`config.mk`:
```
export PLATFORM = sky130hd
export DESIGN_NAME = nibble_serial_sub
export DESIGN_NICKNAME = d
export VERILOG_FILES = /design/src/rtl/nibble_serial_sub.sv
export SDC_FILE = /design/constraint.sdc
export NUM_CORES = 1
export LEC_CHECK = 0
export CAP_MARGIN = 0
export CORE_MARGIN = 2
export CORE_UTILIZATION = 47
export CTS_CLUSTER_DIAMETER = 60
export CTS_CLUSTER_SIZE = 14
export DETAILED_ROUTE_END_ITERATION = 10
export PLACE_DENSITY = 0.73
export SETUP_SLACK_MARGIN = 0.05
export SLEW_MARGIN = 20
export SYNTH_ARGS = -nofsm -noshare
export SYNTH_HDL_FRONTEND = slang
export SYNTH_SLANG_ARGS = --single-unit
export TNS_END_PERCENT = 20
```
`constraint.sdc`:
```
create_clock -name clk -period 2.74 [get_ports clk]
set_clock_uncertainty 0.05 [all_clocks]
set_input_delay 0.274 -clock clk [delete_from_list [all_inputs] [get_ports clk]]
set_output_delay 0.274 -clock clk [all_outputs]
set_load 0.02 [all_outputs]
```
`src/rtl/nibble_serial_sub.sv`:
```
`timescale 1ns/1ps
`default_nettype none
// ============================================================================
// Module      : nibble_serial_sub
// Description : Multi-cycle unsigned subtractor, D = A - B - bin, computed one
//               4-bit nibble per clock (LSB first) through a single borrow
//               stage, with a start/busy/done handshake.
//               Optional feature macro: OVERFLOW_EN (adds the signed overflow
//               output ovf).
// Revision    : 1.0 - initial release
// ============================================================================
module nibble_serial_sub #(
    parameter int NIBBLES = 4
) (
    input  logic                   clk,
    input  logic                   rst_n,
    input  logic                   start,
    input  logic [4*NIBBLES-1:0]   a,
    input  logic [4*NIBBLES-1:0]   b,
    input  logic                   bin,
    output logic                   busy,
    output logic                   done,
    output logic [4*NIBBLES-1:0]   d,
    output logic                   bout
`ifdef OVERFLOW_EN
    ,
    output logic                   ovf
`endif
);

    localparam int c_W  = 4 * NIBBLES;
    localparam int c_IW = (NIBBLES > 1) ? $clog2(NIBBLES) : 1;
    localparam logic [c_IW-1:0] c_LAST_IDX = c_IW'(NIBBLES - 1);

    typedef enum logic [1:0] {
        S_IDLE = 2'd0,
        S_RUN  = 2'd1,
        S_DONE = 2'd2
    } state_t;

    state_t           r_state_q, w_state_d;
    logic [c_W-1:0]   r_a_q,     w_a_d;
    logic [c_W-1:0]   r_b_q,     w_b_d;
    logic [c_W-1:0]   r_res_q,   w_res_d;
    logic [c_W-1:0]   r_d_q,     w_d_d;
    logic [c_IW-1:0]  r_idx_q,   w_idx_d;
    logic             r_br_q,    w_br_d;
    logic             r_busy_q,  w_busy_d;
    logic             r_done_q,  w_done_d;
    logic             r_bout_q,  w_bout_d;
`ifdef OVERFLOW_EN
    logic             r_ovf_q,   w_ovf_d;
`endif

    logic [3:0]       w_a_nib;
    logic [3:0]       w_b_nib;
    logic [4:0]       w_sub;
    logic [c_W-1:0]   w_res_step;

    // Select the current nibble of each latched operand by the nibble index.
    always_comb begin
        w_a_nib = '0;
        w_b_nib = '0;
        for (int n = 0; n < NIBBLES; n++) begin
            if (r_idx_q == c_IW'(n)) begin
                w_a_nib = r_a_q[4*n +: 4];
                w_b_nib = r_b_q[4*n +: 4];
            end
        end
    end

    // 4-bit subtract-with-borrow; bit 4 of the 5-bit result is the borrow-out.
    assign w_sub = {1'b0, w_a_nib} - {1'b0, w_b_nib} - {4'b0000, r_br_q};

    // Result register with the current nibble replaced by this step's difference.
    always_comb begin
        w_res_step = r_res_q;
        for (int n = 0; n < NIBBLES; n++) begin
            if (r_idx_q == c_IW'(n)) begin
                w_res_step[4*n +: 4] = w_sub[3:0];
            end
        end
    end

    // Next-state and next-output computation for the IDLE/RUN/DONE controller.
    always_comb begin
        w_state_d = r_state_q;
        w_a_d     = r_a_q;
        w_b_d     = r_b_q;
        w_res_d   = r_res_q;
        w_d_d     = r_d_q;
        w_idx_d   = r_idx_q;
        w_br_d    = r_br_q;
        w_busy_d  = r_busy_q;
        w_done_d  = 1'b0;
        w_bout_d  = r_bout_q;
`ifdef OVERFLOW_EN
        w_ovf_d   = r_ovf_q;
`endif
        case (r_state_q)
            S_IDLE, S_DONE: begin
                if (start) begin
                    // Accept: latch operands, seed the borrow chain with bin.
                    w_state_d = S_RUN;
                    w_a_d     = a;
                    w_b_d     = b;
                    w_idx_d   = '0;
                    w_br_d    = bin;
                    w_busy_d  = 1'b1;
                end else begin
                    w_state_d = S_IDLE;
                    w_busy_d  = 1'b0;
                end
            end
            S_RUN: begin
                w_res_d = w_res_step;
                w_br_d  = w_sub[4];
                if (r_idx_q == c_LAST_IDX) begin
                    // Completion: publish the whole result including the last nibble.
                    w_state_d = S_DONE;
                    w_idx_d   = '0;
                    w_busy_d  = 1'b0;
                    w_done_d  = 1'b1;
                    w_d_d     = w_res_step;
                    w_bout_d  = w_sub[4];
`ifdef OVERFLOW_EN
                    w_ovf_d   = (r_a_q[c_W-1] != r_b_q[c_W-1]) &&
                                (w_res_step[c_W-1] != r_a_q[c_W-1]);
`endif
                end else begin
                    w_idx_d = r_idx_q + c_IW'(1);
                end
            end
            default: begin
                w_state_d = S_IDLE;
                w_busy_d  = 1'b0;
            end
        endcase
    end

    // All controller and datapath state, cleared asynchronously by rst_n.
    always_ff @(posedge clk or negedge rst_n) begin
        if (!rst_n) begin
            r_state_q <= S_IDLE;
            r_a_q     <= '0;
            r_b_q     <= '0;
            r_res_q   <= '0;
            r_d_q     <= '0;
            r_idx_q   <= '0;
            r_br_q    <= 1'b0;
            r_busy_q  <= 1'b0;
            r_done_q  <= 1'b0;
            r_bout_q  <= 1'b0;
`ifdef OVERFLOW_EN
            r_ovf_q   <= 1'b0;
`endif
        end else begin
            r_state_q <= w_state_d;
            r_a_q     <= w_a_d;
            r_b_q     <= w_b_d;
            r_res_q   <= w_res_d;
            r_d_q     <= w_d_d;
            r_idx_q   <= w_idx_d;
            r_br_q    <= w_br_d;
            r_busy_q  <= w_busy_d;
            r_done_q  <= w_done_d;
            r_bout_q  <= w_bout_d;
`ifdef OVERFLOW_EN
            r_ovf_q   <= w_ovf_d;
`endif
        end
    end

    assign busy = r_busy_q;
    assign done = r_done_q;
    assign d    = r_d_q;
    assign bout = r_bout_q;
`ifdef OVERFLOW_EN
    assign ovf  = r_ovf_q;
`endif

endmodule
`default_nettype wire
```
After elaboration in Yosys (flattened, before gate mapping)

Cells that the tools add are included.
W data, S select, Z words.

Reduce and logical (&&, ||, !) cells: 7
Add/sub/neg operators: 3
Equal/unequal tests: 7
Multiplexer cells: 25

Operators with widths:

| operator              | count |
|---|---|
| $mux W4               | 12 |
| $pmux W2 S2           | 2 |
| $eq A2 B2 Y1 const B  | 3 |
| $mux W1               | 6 |
| $mux W2               | 3 |
| $reduce_and A2 Y1     | 3 |
| $sub A4 B4 Y5         | 1 |
| $sub A5 B1 Y5         | 1 |
| $eq A2 B1 Y1 const B  | 2 |
| $logic_not A2 Y1      | 2 |
| $ne A2 B2 Y1 const B  | 2 |
| $pmux W1 S2           | 2 |
| $add A2 B1 Y2 const B | 1 |
| $reduce_bool A2 Y1    | 1 |
| $reduce_or A2 Y1      | 1 |

Register bits after elaboration: 72
Bits of input ports: 36

Depth between registers and ports, before layout

Gate-level depths: netlist of run 1.

Depth after elaboration: 8
Mapped depth: 16

Worst setup path after synthesis of run 1

OpenSTA, ideal clock, no wires.

Path type: reg-to-reg
Start: register r_idx_q[1]
End: register r_d_q[14] (netlist: d[14])
Slack: -0.075 ns
Arrival: 2.647 ns
Stages on the path, launching flop included: 15
Data required time: 2.572 ns
Cells stage by stage: dfrtp_1 inv_1 ha_1 buf_2 buf_2 nand2_1 a21oi_1 a21oi_1 nor2_1 a21oi_1 fa_1 fa_1 xor2_1 nor2_1 a21o_1

Word-level cells in the longest chain between the ends: 8

Ends and longest elaborated chain:

| item                   | RTL line | text |
|---|---|---|
| start, declared        | 46       | `logic [c_IW-1:0] r_idx_q, w_idx_d;` |
| start signal, assigned | 163      | `r_idx_q <= w_idx_d;` |
| $logic_not A2 Y1       | 65       | `if (r_idx_q == c_IW'(n)) begin` |
| $mux W4 (4 in series)  | 65       |  |
| $sub A4 B4 Y5          | 73       | `assign w_sub = {1'b0, w_a_nib} - {1'b0, w_b_nib} - {4'b0000, r_br_q};` |
| $sub A5 B1 Y5          | 73       |  |
| $mux W4                | 79       | `if (r_idx_q == c_IW'(n)) begin` |
| end signal, assigned   | 162      | `r_d_q <= w_d_d;` |
| end, declared          | 45       | `logic [c_W-1:0] r_d_q, w_d_d;` |

Parallel ways exist; a longest one is shown, timed or not.
A chain may end at the register's enable or synchronous reset.

Final worst setup path of run 1

Start: register r_idx_q[0]
End: register r_bout_q (netlist: bout)

Word-level cells in the longest chain between the ends: 7

Ends and longest elaborated chain:

| item                  | RTL line | text |
|---|---|---|
| $logic_not A2 Y1      | 65       |  |
| $mux W4 (4 in series) | 65       |  |
| $sub A4 B4 Y5         | 73       |  |
| $sub A5 B1 Y5         | 73       |  |
| end signal, assigned  | 167      | `r_bout_q <= w_bout_d;` |
| end, declared         | 50       | `logic r_bout_q, w_bout_d;` |

Parallel ways exist; a longest one is shown, timed or not.

==> results of run 1 <==
## registers in the layout (all words and copies together), names as in the netlist
signal / flops
d: 16
done: 1
r_state_q: 2
r_b_q: 16
r_idx_q: 2
r_res_q: 12
r_a_q: 16
bout: 1
r_br_q: 1
## stage by stage
| step | util (%) | TNS (ns) | total power, uW |
|---|---|---|---|
| 2_1_floorplan | - | 0 | 3870 |
| 3_3_place_gp | 59.6 | 0 | 4970 |
| 3_5_place_dp | 59.6 | -0.548 | 5090 |
| 4_1_cts | 63.7 | 0 | 6110 |
| 5_1_grt | 64.9 | -0.203 | 6940 |
| 6_report | 64.9 | 0 | 6410 |
## cells in the final DEF (no fill, tap or decap), drive strengths merged
| master | Yosys | layout |
|---|---|---|
| o21bai | 1 | 1 |
| nor3 | 1 | 1 |
| nand2 | 140 | 140 |
| bufinv | 0 | 1 |
| ha | 8 | 8 |
| a21o | 2 | 2 |
| buf | 7 | 24 |
| nor2b | 5 | 5 |
| and3 | 1 | 1 |
| o21ai | 34 | 34 |
| nor2 | 7 | 7 |
| o311a | 1 | 1 |
| nand3b | 5 | 5 |
| mux2i | 9 | 9 |
| xor2 | 1 | 1 |
| o31ai | 1 | 1 |
| a221oi | 1 | 1 |
| inv | 10 | 10 |
| clkinv | 0 | 3 |
| a22oi | 2 | 2 |
| nor3b | 3 | 3 |
| fa | 2 | 2 |
| clkinvlp | 0 | 1 |
| a21oi | 20 | 20 |
| dlygate4sd3 | 0 | 1 |
| clkdlybuf4s50 | 0 | 53 |
| a22o | 1 | 1 |
| clkbuf | 13 | 11 |
| xnor2 | 3 | 3 |
| nand2b | 2 | 2 |
| dfrtp | 67 | 67 |
## final cells by class
| type | count | area [sq um] |
|---|---|---|
| Timing Repair Buffer | 78 | 734 |
| Clock buffer | 11 | 141 |
| Fill cell | 526 | 2230 |
| Tap cell | 77 | 96.3 |
| Sequential cell | 67 | 1680 |
| Inverter | 10 | 37.5 |
| Multi-Input combinational cell | 250 | 1380 |
| Clock inverter | 5 | 52.6 |
## power breakdown
group          internal, uW  leakage [uW]  switching [uW]  total (uW)
registers              1470      0.000830             301        1780
clock network           440     0.0000991             361         801
logic                  1780       0.00104            2050        3830
## cells by family after synthesis
group | after synthesis | synth area share, %
simple gates | 164 | 21.7
flops | 67 | 54.3
compound gates | 63 | 11.2
buf+inv | 30 | 3.89
fa+ha+maj | 10 | 4.54
mux | 9 | 2.92
xor+xnor | 4 | 1.38
## path summary, 6_finish.rpt
check | end | cells after the start
max in group asynchronous | r_a_q[0]$_DFFE_PN0P_ | 3
worst max register to register | bout$_DFFE_PN0P_ | 14
worst min-delay path | r_a_q[6]$_DFFE_PN0P_ | 3
min in group asynchronous | d[4]$_DFFE_PN0P_ | 2
worst min register to register | d[0]$_DFFE_PN0P_ | 2
worst max-delay path | bout$_DFFE_PN0P_ | 14
## repair_timing
action                                 4_1_cts  5_1_grt
buffers inserted                             1        4
setup endpoints to repair                   18       23
resized for setup                           13       18
pin swaps                                    7        9
endpoints found under the hold margin       28        0
hold buffers                                 1        0
## metal layers
layer | up-vias | wire length (um) | global-route usage [%]
li1 | 1257 | - | -
met1 | 1166 | 3010 | 26.4
met2 | 69 | 3310 | 30.8
met3 | 11 | 306 | 3.89
met4 | 0 | 164 | 10.4
met5 | - | 0 | 0
## worst max-delay path: cells and delay by family (launching register included)
kind | cells | cell delay [ns]
AO/OA/AOI/OAI | 5 | 0.57
XOR/XNOR | 1 | 0.17
adder cells (fa/ha/maj) | 2 | 0.63
buffers and inverters | 3 | 0.37
flip-flops | 1 | 0.42
AND/OR/NAND/NOR | 3 | 0.27
==> reports/metrics.cfg, run 1 <==
[placement]
dp_hpwl_um=4810
gp_congestion=0.909
io_buffers=54
place_ws_ns=-0.121
placed_area_sq_um=3790
dp.cells=476

[critical_path]
cpMaxStageDelayCell=fa_2
path_cells=inv_2 -> ha_4 -> buf_4 -> buf_4 -> nand3b_1 -> a21oi_1 -> a21oi_1 -> nor2_1 -> a21o_1 -> fa_2 -> nand2_2 -> a21oi_2 -> xnor2_2 -> o21ai_1
required_ns=2.89
crit_start=r_idx_q[0]$_DFFE_PN0P_
critPathLaunchType=flop
path_class=flop to flop
worstPathMaxFanout=7
cp_slowest_stage_delay_ns=0.46
worstPathArrival_ns=2.79
ff2ff_setup_slack_ns=0.10
endpoint_kind=flop
worstReg2RegStart=r_idx_q[0]$_DFFE_PN0P_

[floorplanning]
die_y_um=85.0
initial_core_util_pct=48.6
dieWidth_um=85.0
coreArea_sq_um=6350
num_io_pins=55
rows=29
dieArea_sq_um=7230

[logic_synthesis]
synth_edf_count=0
seq_area_frac_synth_pct=54.3
synth_nets=393
synth.distinct_cells=31
synth-async-reset-ratio_pct=100
syn_area_sq_um=3090
avgSynthCellArea_sq_um=8.89
yosysWarnings=0
ys_top_cells_by_area=dfrtp_1 (54%), nand2_1 (17%), o21ai_0 (4.2%)
postSynthCellCount=347
synth_top_flop_cell=dfrtp_1
ys_top_cells_by_count=nand2_1 (139), dfrtp_1 (67), o21ai_0 (26), a21oi_1 (20), clkbuf_1 (13)
ys_ff_latch=67
yosysMostFrequentCell=nand2_1
synth_top_area_share_pct=54.3
yosys.area.top_type=dfrtp_1

[clock_tree]
htree_levels=3
clkLatencyLatePin_ns=0.34
clock_path_buffers=2
cts_root_buffer=clkbuf_8
clk_pin_slew_ns=0.07
cts_tree=built
numCtsBuffers=9
numClockSinks=67

[drt]
wl_per_cell_um=13.6
routed_wl_um=6790
route.detailed.drc=0
post_drt_via_cell_ratio=5.03
firstDrtPassIters=4
vias=2503
dr.first_iter.drc_count=98
final_antenna_net_count=0

[cells_and_area]
syn_to_final_growth_pct=33.6
fin_nets=462
finish.instance_area_sq_um=4120
layout-drive-gt1-share_pct=15.0
diodes=0
finalNonFillerCells=498

[sta]
fin_ws_ns=0.105
slew_headroom_pct=53.8
finalSetupViolCount=0
period_share_pct=96.2
min_period_ns=2.64
rsz0062_at_grt=true
hold_viol=0
slew_violations=0
hold-worst-slack_ns=0.403
fmax_ghz=0.379
worst_pin_slew_ns=0.694

[power]
ir_drop_uv=810
power_density_nw_per_um2=1550
leakage_uw=0.00197

[global_route]
grt.overflow.total=0
antenna_found_initial=0
grt_max_degree=40
grt_pass1_vias=2363
grt_pass1_wl_um=11200
grt_use_total_pct=19.8

[run]
drv_cap=0

[hold_path]
min-delay-start=a[6]
worst_hold_path_type=input port to flop

[outcome]
outcome=finished, final reports clean

Note: power is estimated with default switching activity, not from simulation.
==> inputs of run 2 (changes only) <==
--- a/config.mk
+++ b/config.mk
@@ -6,7 +6,7 @@
 export NUM_CORES = 1
 export LEC_CHECK = 0
 export CAP_MARGIN = 0
-export CORE_MARGIN = 2
+export CORE_MARGIN = 10
 export CORE_UTILIZATION = 47
 export CTS_CLUSTER_DIAMETER = 60
 export CTS_CLUSTER_SIZE = 14
==> reports/metrics.cfg, run 2 (same netlist as run 1, synthesis figures left out) <==
[cells_and_area]
fill_cells=527
syn_to_final_growth_pct=35.0
finish.instance_area_sq_um=4160
diodes=0
register_area_sq_um=1680
fin_util_pct=65.6
multi_input_area_sq_um=1440
layout-drive-gt1-share_pct=17.2
final_common_cell=nand2_1
fin_nets=459
final_cell_mix=nand2_1 (138), dfrtp_1 (67), clkdlybuf4s50_1 (53)

[drt]
final_antenna_net_count=0
firstDrtPassIters=5
routed_wl_um=7250
dr.first_iter.drc_count=123
route.detailed.drc=0
post_drt_via_cell_ratio=5.09
wl_per_cell_um=14.6
vias=2522

[floorplanning]
num_io_pins=55
rows=29
die_y_um=101
dieArea_sq_um=10200
dieWidth_um=101
initial_core_util_pct=48.6
coreArea_sq_um=6350

[clock_tree]
clock_path_buffers=2
cts_tree=built
numClockSinks=67
clkLatencyLatePin_ns=0.35
cts_root_buffer=clkbuf_8
clk_pin_slew_ns=0.07
numCtsBuffers=9
htree_levels=3

[sta]
hold_viol=0
period_share_pct=99.2
fmax_ghz=0.368
min_period_ns=2.72
worst_pin_slew_ns=0.778
slew_violations=0
fin_ws_ns=0.0231
finalSetupViolCount=0
timing.setup.tns_ns=0
slew_headroom_pct=48.1
rsz0062_at_grt=true

[critical_path]
required_ns=2.92
endpoint_kind=flop
critPathLaunchType=flop
worstPathMaxFanout=6
worstPathArrival_ns=2.89
path_class=flop to flop

[global_route]
antenna_found_initial=0
grt.overflow.total=0
grt_pass1_vias=2559
grt_use_total_pct=14.8
grt_pass1_wl_um=12200
grt_max_degree=37

[placement]
place_ws_ns=-0.0517
placed_area_sq_um=3770
io_buffers=54
gp_congestion=0.912
dp_hpwl_um=5140

[power]
finalPower_uw=6580
leakage_uw=0.00197
power_density_nw_per_um2=1580
ir_drop_uv=1100

[outcome]
outcome=finished, final reports clean

[hold_path]
worst_hold_path_type=input port to flop

[run]
drv_cap=0

-- run 2: changes by cell type in the layout (fill, tap and decap cells not counted), moves of 2 or more --
| cell | delta |
|---|---|
| o21ai_0 | +3 |
| a21oi_2 | +4 |
| buf_4 | -3 |
| clkbuf_8 | +2 |
| o21ai_1 | -8 |
| a21oi_1 | -4 |
| o21ai_2 | +5 |
-- run 2: metal layers --
layer	wire length [um]	global-route usage, %	up-vias
met1	3210	18.5	1177
met2	3400	23.2	73
met5	0	0	-
met3	453	3.98	19
met4	184	6.97	0
li1	-	-	1253
-- run 2: path summary, 6_finish.rpt --
path	from	end	slack (ns)	cells after the start
hold / removal	a[6]	r_a_q[6]$_DFFE_PN0P_	0.40	3
setup reg to reg	r_idx_q[0]$_DFFE_PN0P_	r_br_q$_DFFE_PN0P_	0.02	12
setup / recovery	r_idx_q[0]$_DFFE_PN0P_	r_br_q$_DFFE_PN0P_	0.02	12
max in group asynchronous	rst_n	r_idx_q[0]$_DFFE_PN0P_	1.41	3
min in group asynchronous	rst_n	d[0]$_DFFE_PN0P_	0.49	2
hold reg to reg	d[5]$_DFFE_PN0P_	d[5]$_DFFE_PN0P_	0.43	2
-- run 2: per-stage QoR --
| step | instances | hold WS [ns] |
|---|---|---|
| floorplan | 347 | -0.0716 |
| global placement | 475 | 0.337 |
| detailed placement | 475 | 0.348 |
| CTS | 493 | 0.395 |
| global route | 495 | 0.410 |
| finish | 495 | 0.400 |
-- run 2: worst max-delay path, stage by stage (launching register included) --
cell and delay [ns]:
dfrtp_1 0.43, ha_4 0.20, nand3b_1 0.17, a21oi_2 0.15, a21oi_2 0.04, nor2_2 0.12, a21oi_2 0.05, fa_2 0.43
fa_2 0.49, nand2_2 0.09, a21oi_2 0.05, xnor2_1 0.21, a21oi_1 0.11
-- run 2: power breakdown --
part / switching (uW) / internal, uW / total (uW) / leakage, uW
combinational: 2170 / 1780 / 3950 / 0.00103
sequential: 279 / 1470 / 1750 / 0.000830
clock: 381 / 492 / 873 / 0.000108
total: 2830 / 3750 / 6580 / 0.00197
-- run 2: timing repair --
item,in CTS,in global routing
hold endpoints to repair,33,0
endpoints found under the setup margin,16,23
setup buffers,1,2
hold buffers,1,0
pin swaps,1,12
gates resized for setup,5,36
-- run 2: layout make-up --
class	instances	area share, %
inverter	10	0.901
sequential	67	40.3
clock buffer	12	3.97
clock inverter	4	1.14
timing repair buffer	75	16.9
multi-input combinational	250	34.5
tap	77	2.31
